**config.mk**
```make
export PLATFORM = sky130hd
export DESIGN_NAME = pattern_scan_ctrl_flat
export DESIGN_NICKNAME = d
export VERILOG_FILES = /design/src/rtl/pattern_scan_if.sv /design/src/rtl/pattern_scan_ctrl.sv /design/src/flat_wrapper.sv
export SDC_FILE = /design/constraint.sdc
export NUM_CORES = 1
export LEC_CHECK = 0
export CELL_PAD_IN_SITES_DETAIL_PLACEMENT = 1
export CELL_PAD_IN_SITES_GLOBAL_PLACEMENT = 1
export CORE_MARGIN = 4
export CORE_UTILIZATION = 36
export CTS_CLUSTER_SIZE = 14
export DETAILED_ROUTE_END_ITERATION = 8
export PLACE_DENSITY = 0.73
export SLEW_MARGIN = 20
export SYNTH_ARGS = -nofsm -noshare
export SYNTH_HDL_FRONTEND = slang
export SYNTH_SLANG_ARGS = --single-unit
```
**constraint.sdc**
```tcl
create_clock -name clk -period 2.1 [get_ports clk]
set_clock_uncertainty 0.2 [all_clocks]
set_input_delay 0.63 -clock clk [delete_from_list [all_inputs] [get_ports clk]]
set_output_delay 0.63 -clock clk [all_outputs]
set_load 0.01 [all_outputs]
```
**src/rtl/pattern_scan_if.sv**
```systemverilog
// Host/detector bundle for pattern_scan_ctrl; the controller uses the slave modport.
// FIRST_MATCH_EN adds first_pos/first_vld.
interface pattern_scan_if #(
  parameter int unsigned WIDTH = 16,
  parameter int unsigned CNT_W = 5
);
  logic             start;
  logic [WIDTH-1:0] data_in;
  logic             keep_hist;
  logic             J;
  logic             det_rst;
  logic             Y;
  logic             busy;
  logic             done;
  logic [CNT_W-1:0] match_count;
`ifdef FIRST_MATCH_EN
  logic [CNT_W-1:0] first_pos;
  logic             first_vld;
`endif

  modport master (
    output start, data_in, keep_hist, Y,
    input  J, det_rst, busy, done, match_count
`ifdef FIRST_MATCH_EN
    , input first_pos, first_vld
`endif
  );

  modport slave (
    input  start, data_in, keep_hist, Y,
    output J, det_rst, busy, done, match_count
`ifdef FIRST_MATCH_EN
    , output first_pos, first_vld
`endif
  );
endinterface

```
**src/rtl/pattern_scan_ctrl.sv**
```systemverilog
// Scan sequencer for a serial "10000001" detector: shifts a word MSB-first onto J and
// counts Y hits over the latency-aligned window. Optional macro: FIRST_MATCH_EN.
module pattern_scan_ctrl #(
  parameter int unsigned WIDTH   = 16,
  parameter int unsigned DET_LAT = 1,
  parameter int unsigned CNT_W   = 5
) (
  input logic             clk,
  input logic             rst,
  pattern_scan_if.slave   bus
);
  localparam int unsigned KW = $clog2(WIDTH + DET_LAT + 1);
  localparam logic [KW-1:0] LatK      = KW'(DET_LAT);
  localparam logic [KW-1:0] LastShift = KW'(WIDTH - 1);
  localparam logic [KW-1:0] LastDrain = KW'(WIDTH + DET_LAT - 1);

  typedef enum logic [2:0] {StIdle, StLoad, StShift, StDrain, StDone} state_e;

  state_e           state_q;
  logic [WIDTH-1:0] shreg_q;
  logic [KW-1:0]    cyc_q;
  logic             j_q, det_rst_q, busy_q, done_q;
  logic [CNT_W-1:0] cnt_q;
  logic             hit;

  // cyc_q keeps counting through DRAIN so the window is simply cyc_q >= DET_LAT.
  always_comb begin
    hit = 1'b0;
    if ((state_q == StShift || state_q == StDrain) && cyc_q >= LatK) hit = bus.Y;
  end

`ifdef FIRST_MATCH_EN
  logic [CNT_W-1:0] first_pos_q;
  logic             first_vld_q;
`endif

  always_ff @(posedge clk) begin
    if (rst) begin
      state_q   <= StIdle;
      shreg_q   <= '0;
      cyc_q     <= '0;
      j_q       <= 1'b0;
      det_rst_q <= 1'b0;
      busy_q    <= 1'b0;
      done_q    <= 1'b0;
      cnt_q     <= '0;
`ifdef FIRST_MATCH_EN
      first_pos_q <= '0;
      first_vld_q <= 1'b0;
`endif
    end else begin
      done_q <= 1'b0;
      if (hit && cnt_q != '1) cnt_q <= cnt_q + 1'b1;
`ifdef FIRST_MATCH_EN
      if (hit && !first_vld_q) begin
        first_vld_q <= 1'b1;
        first_pos_q <= CNT_W'(cyc_q - LatK);
      end
`endif
      unique case (state_q)
        StIdle: begin
          if (bus.start) begin
            state_q   <= StLoad;
            shreg_q   <= bus.data_in;
            cnt_q     <= '0;
            busy_q    <= 1'b1;
            det_rst_q <= ~bus.keep_hist;
`ifdef FIRST_MATCH_EN
            first_pos_q <= '0;
            first_vld_q <= 1'b0;
`endif
          end
        end
        StLoad: begin
          det_rst_q <= 1'b0;
          j_q       <= shreg_q[WIDTH-1];
          shreg_q   <= shreg_q << 1;
          cyc_q     <= '0;
          state_q   <= StShift;
        end
        StShift: begin
          cyc_q <= cyc_q + 1'b1;
          if (cyc_q == LastShift) begin
            j_q <= 1'b0;
            if (DET_LAT == 0) begin
              state_q <= StDone;
              done_q  <= 1'b1;
            end else begin
              state_q <= StDrain;
            end
          end else begin
            j_q     <= shreg_q[WIDTH-1];
            shreg_q <= shreg_q << 1;
          end
        end
        StDrain: begin
          cyc_q <= cyc_q + 1'b1;
          if (cyc_q == LastDrain) begin
            state_q <= StDone;
            done_q  <= 1'b1;
          end
        end
        StDone: begin
          busy_q  <= 1'b0;
          state_q <= StIdle;
        end
        default: state_q <= StIdle;
      endcase
    end
  end

  // Detector reset follows rst combinationally so it is high for every rst cycle.
  assign bus.det_rst     = rst | det_rst_q;
  assign bus.J           = j_q;
  assign bus.busy        = busy_q;
  assign bus.done        = done_q;
  assign bus.match_count = cnt_q;
`ifdef FIRST_MATCH_EN
  assign bus.first_pos   = first_pos_q;
  assign bus.first_vld   = first_vld_q;
`endif
endmodule

```
**src/flat_wrapper.sv**
```systemverilog
// flat-port wrapper written by rule: the top's interface ports become plain ports
module pattern_scan_ctrl_flat 
#(
  parameter int unsigned WIDTH   = 16,
  parameter int unsigned DET_LAT = 1,
  parameter int unsigned CNT_W   = 5
)
  (clk, rst, bus_start, bus_data_in, bus_keep_hist, bus_Y, bus_J, bus_det_rst, bus_busy, bus_done, bus_match_count);
  pattern_scan_if #(.WIDTH(WIDTH), .CNT_W(CNT_W)) bus_i ();
  input logic clk;
  input logic rst;
  input wire logic [$bits(bus_i.start)-1:0] bus_start;
  input wire logic [$bits(bus_i.data_in)-1:0] bus_data_in;
  input wire logic [$bits(bus_i.keep_hist)-1:0] bus_keep_hist;
  input wire logic [$bits(bus_i.Y)-1:0] bus_Y;
  output wire logic [$bits(bus_i.J)-1:0] bus_J;
  output wire logic [$bits(bus_i.det_rst)-1:0] bus_det_rst;
  output wire logic [$bits(bus_i.busy)-1:0] bus_busy;
  output wire logic [$bits(bus_i.done)-1:0] bus_done;
  output wire logic [$bits(bus_i.match_count)-1:0] bus_match_count;
  assign bus_i.start = bus_start;
  assign bus_i.data_in = bus_data_in;
  assign bus_i.keep_hist = bus_keep_hist;
  assign bus_i.Y = bus_Y;
  assign bus_J = bus_i.J;
  assign bus_det_rst = bus_i.det_rst;
  assign bus_busy = bus_i.busy;
  assign bus_done = bus_i.done;
  assign bus_match_count = bus_i.match_count;
  pattern_scan_ctrl #(.WIDTH(WIDTH), .DET_LAT(DET_LAT), .CNT_W(CNT_W)) u_core (.clk(clk), .rst(rst), .bus(bus_i));
endmodule
```
==> impl_metrics.py <==
metrics = {
    "placed_design": {
        "port_buffers": 29,
        "gp_congestion": 0.792,
        "dp_hpwl_um": 2980,
        "pre_cts_ws_ns": -0.536,
    },
    "timing": {
        "setup_ws_ns": -0.206,
        "period_needed_ns": 2.31,
        "setup_viol": 17,
        "final_max_slew_viol_count": 0,
        "max_freq_mhz": 434,
        "hold_viol_final": 0,
        "slew_headroom_pct": 62.3,
        "fin_crit_sh_pct": 110,
        "finalSetupTns_ns": -2.91,
        "rsz0062_at_grt": "yes",
        "worstMarginPinSlew_ns": 0.558,
    },
    "global_routing": {
        "grtUsageTotal_pct": 17.1,
        "first_global_vias": 1515,
        "grt_antenna_before_repair": 0,
        "grt_pass1_wl_um": 7290,
        "grt_max_degree": 31,
        "grt_overflow": 0,
    },
    "drt": {
        "via_count": 1458,
        "dr.pass1.iters": 4,
        "wl_per_cell_um": 18.6,
        "vias_per_cell": 5.23,
        "routed_wl_um": 5180,
        "drt_first_iter_violations": 25,
        "drcViolationCount": 0,
        "postRouteAntennaNets": 0,
    },
    "floorplan": {
        "io_pins": 30,
        "die_area_um2": 5750,
        "initial_core_util_pct": 37.5,
        "die_w_um": 75.8,
        "dieHeight_um": 75.8,
        "placementRows": 24,
        "core_um2": 4410,
    },
    "hold_path": {
        "min_delay_path_depth": 2,
        "hold_path_class": "reg -> reg",
        "min-delay-start": "u_core.det_rst_q",
        "hold_end": "u_core.det_rst_q",
    },
    "clock_tree": {
        "clock_latency_ns": 0.30,
        "cts_sinks": 33,
        "root_buffer": "clkbuf_8",
        "cts_tree": "built",
        "h-tree-depth": 2,
        "clockBufferDepth": 2,
        "path_clk_slew_ns": 0.08,
        "cts-buffers-inserted": 5,
    },
    "layout": {
        "n_antenna_cell": 0,
        "drive_gt1_share_pct": 36.6,
        "syn2layout_area_growth_pct": 50.0,
        "nets": 253,
    },
    "synth": {
        "synth.area.mux_share_pct": 11.6,
        "ys_dominant_reg_cell": "dfxtp_1",
        "yosysWarnings": 0,
        "synth_top_family_by_area": "compound AO/OA/AOI/OAI gates",
        "synth_edf_count": 0,
        "yosysUniqueCellTypes": 38,
        "synth_compound_area_share_pct": 19.4,
        "syn_area_per_cell_um2": 9.74,
        "ys_seq_elements": 33,
        "synth_nets": 197,
        "yosys.area_share.xor_xnor_pct": 1.59,
        "yosysSeqAreaShare_pct": 39.9,
        "syn_area_um2": 1660,
        "synth_fa_ha_area_share_pct": 4.53,
        "async_flop_share_pct": 0,
        "synthCells": 170,
        "synthSimpleGateAreaFrac_pct": 17.7,
    },
    "worst_setup_path": {
        "path_class": "reg -> reg",
        "crit_fanout": 8,
        "reg2regPathDepth": 9,
        "worst_ep_arrival_time_ns": 2.32,
        "rrSetupSlack_ns": -0.21,
        "regToRegEndpoint": "u_core.shreg_q[11]",
        "start_kind": "flop",
        "crit_required_ns": 2.11,
        "end_kind": "flop",
        "worstReg2RegStart": "u_core.cyc_q[0]",
    },
    "run_status": {
        "status": "complete, but fails checks",
        "violations": "setup timing",
    },
    "power": {
        "cellLeakagePower_nw": 0.971,
        "p_per_area_nw_per_um2": 685,
        "finalPower_mw": 1.70,
        "vdd_drop_max_uv": 284,
    },
    "run": {
        "maxCapViolations": 0,
    },
}
-- kinds of logic (layout without fill, tap and decap cells) --
family,count (synthesis),after routing
flip-flops,33,33
buffers and inverters,14,71
AND/OR/NAND/NOR,59,59
multiplexers,19,19
XOR/XNOR,3,3
adder cells (fa/ha/maj),6,6
AO/OA/AOI/OAI,36,36
-- Yosys cell counts (all sizes together), types with 3 or more instances --
cell type	instances	share of area [%]
nand2b	3	1.1
a211oi	16	11
mux2i	17	10
a21oi	7	2.1
or2	4	1.5
o21ai	3	0.91
clkbuf	4	0.91
inv	4	0.91
a22oi	3	1.4
buf	6	3.5
ha	6	4.5
nand2	7	1.6
nor3	3	0.91
dfxtp	33	40
nor2	30	7.3
-- metrics by stage --
step / instances / hold slack, ns / utilization [%] / cell area, um2
floorplan: 170 / 0.244 / - / 1720
global placement: 257 / 0.267 / 48.7 / 2150
detailed placement: 257 / 0.278 / 48.7 / 2150
CTS: 269 / 0.294 / 53.1 / 2340
global route: 279 / 0.321 / 56.3 / 2480
finish: 279 / 0.288 / 56.3 / 2480
-- placed cells by master (no fill, tap or decap), types with 2 or more instances in the layout --
cell type | netlist | layout
clkbuf_8 | 0 | 5
mux2i_1 | 17 | 17
a211oi_2 | 14 | 14
nand2b_1 | 3 | 3
or3_1 | 2 | 2
a22oi_1 | 3 | 3
nor2_4 | 1 | 8
mux2_2 | 2 | 2
xnor2_1 | 2 | 2
or2_2 | 4 | 3
ha_4 | 0 | 2
buf_12 | 0 | 5
nand3_1 | 2 | 2
ha_1 | 6 | 3
nor3_1 | 3 | 3
clkbuf_16 | 0 | 2
dlygate4sd2_1 | 0 | 2
nor2_2 | 0 | 3
buf_4 | 1 | 22
dfxtp_1 | 33 | 30
nor2_1 | 29 | 19
clkinv_2 | 0 | 2
dfxtp_2 | 0 | 3
clkdlybuf4s50_1 | 0 | 25
a21oi_1 | 7 | 7
buf_6 | 4 | 2
nand2_1 | 7 | 7
inv_1 | 4 | 4
o21ai_2 | 0 | 2
-- final cells by class --
class                   count  area (um2)
well taps                  52        65.1
clock inverters             3        17.5
clock buffers               5        68.8
multi-input cells         123        1040
inverters                   4        15.0
fillers                   486        1930
repair buffers             59         618
flip-flops and latches     33         664
-- flip-flops by register name (all words and copies together), names as in the netlist --
name                    count
u_core.bus.match_count      5
u_core.bus.J                1
u_core.det_rst_q            1
u_core.shreg_q             16
u_core.state_q              3
u_core.bus.busy             1
u_core.bus.done             1
u_core.cyc_q                5
-- report_power, final --
part / internal (mW) / switching (mW)
clock network: 0.229 / 0.266
registers: 0.677 / 0.0462
logic: 0.260 / 0.224
-- timing repair --
| action | in CTS | in global routing |
|---|---|---|
| gates cloned | 2 | 1 |
| setup endpoints to repair | 19 | 21 |
| setup buffers | 2 | 10 |
| pin swaps | 13 | 4 |
| hold endpoints to repair | 0 | 0 |
| hold buffers | 0 | 0 |
| gates resized for setup | 21 | 14 |
-- worst max-delay path by stage --
stage,depth (start not counted),start,slack [ns],to
2_1_floorplan,8,u_core.cyc_q[0],-0.006,u_core.shreg_q[10]
3_3_place_gp,3,rst,-0.53,bus_det_rst
3_5_place_dp,3,rst,-0.54,bus_det_rst
4_1_cts,8,u_core.cyc_q[1],-0.13,u_core.shreg_q[12]
5_1_grt,9,u_core.cyc_q[1],-0.26,u_core.shreg_q[1]
6_report,9,u_core.cyc_q[0],-0.21,u_core.shreg_q[11]
-- worst max-delay path: stages, from the launching register on --
cell and delay (ns):
dfxtp_2 0.34, ha_4 0.15, and3_4 0.18, ha_4 0.16, or4b_4 0.53, o31ai_4 0.11, buf_4 0.20, buf_12 0.12
nor2_2 0.05, a211oi_4 0.17
-- layer usage --
layer / up-vias / track usage, % / part of all wire (%)
li1: 715 / - / -
met5: - / 0 / 0
met2: 24 / 30.6 / 54
met3: 8 / 3.69 / 3.7
met1: 711 / 19.9 / 41
met4: 0 / 5.83 / 1.4
(Power assumes the default switching activity.)
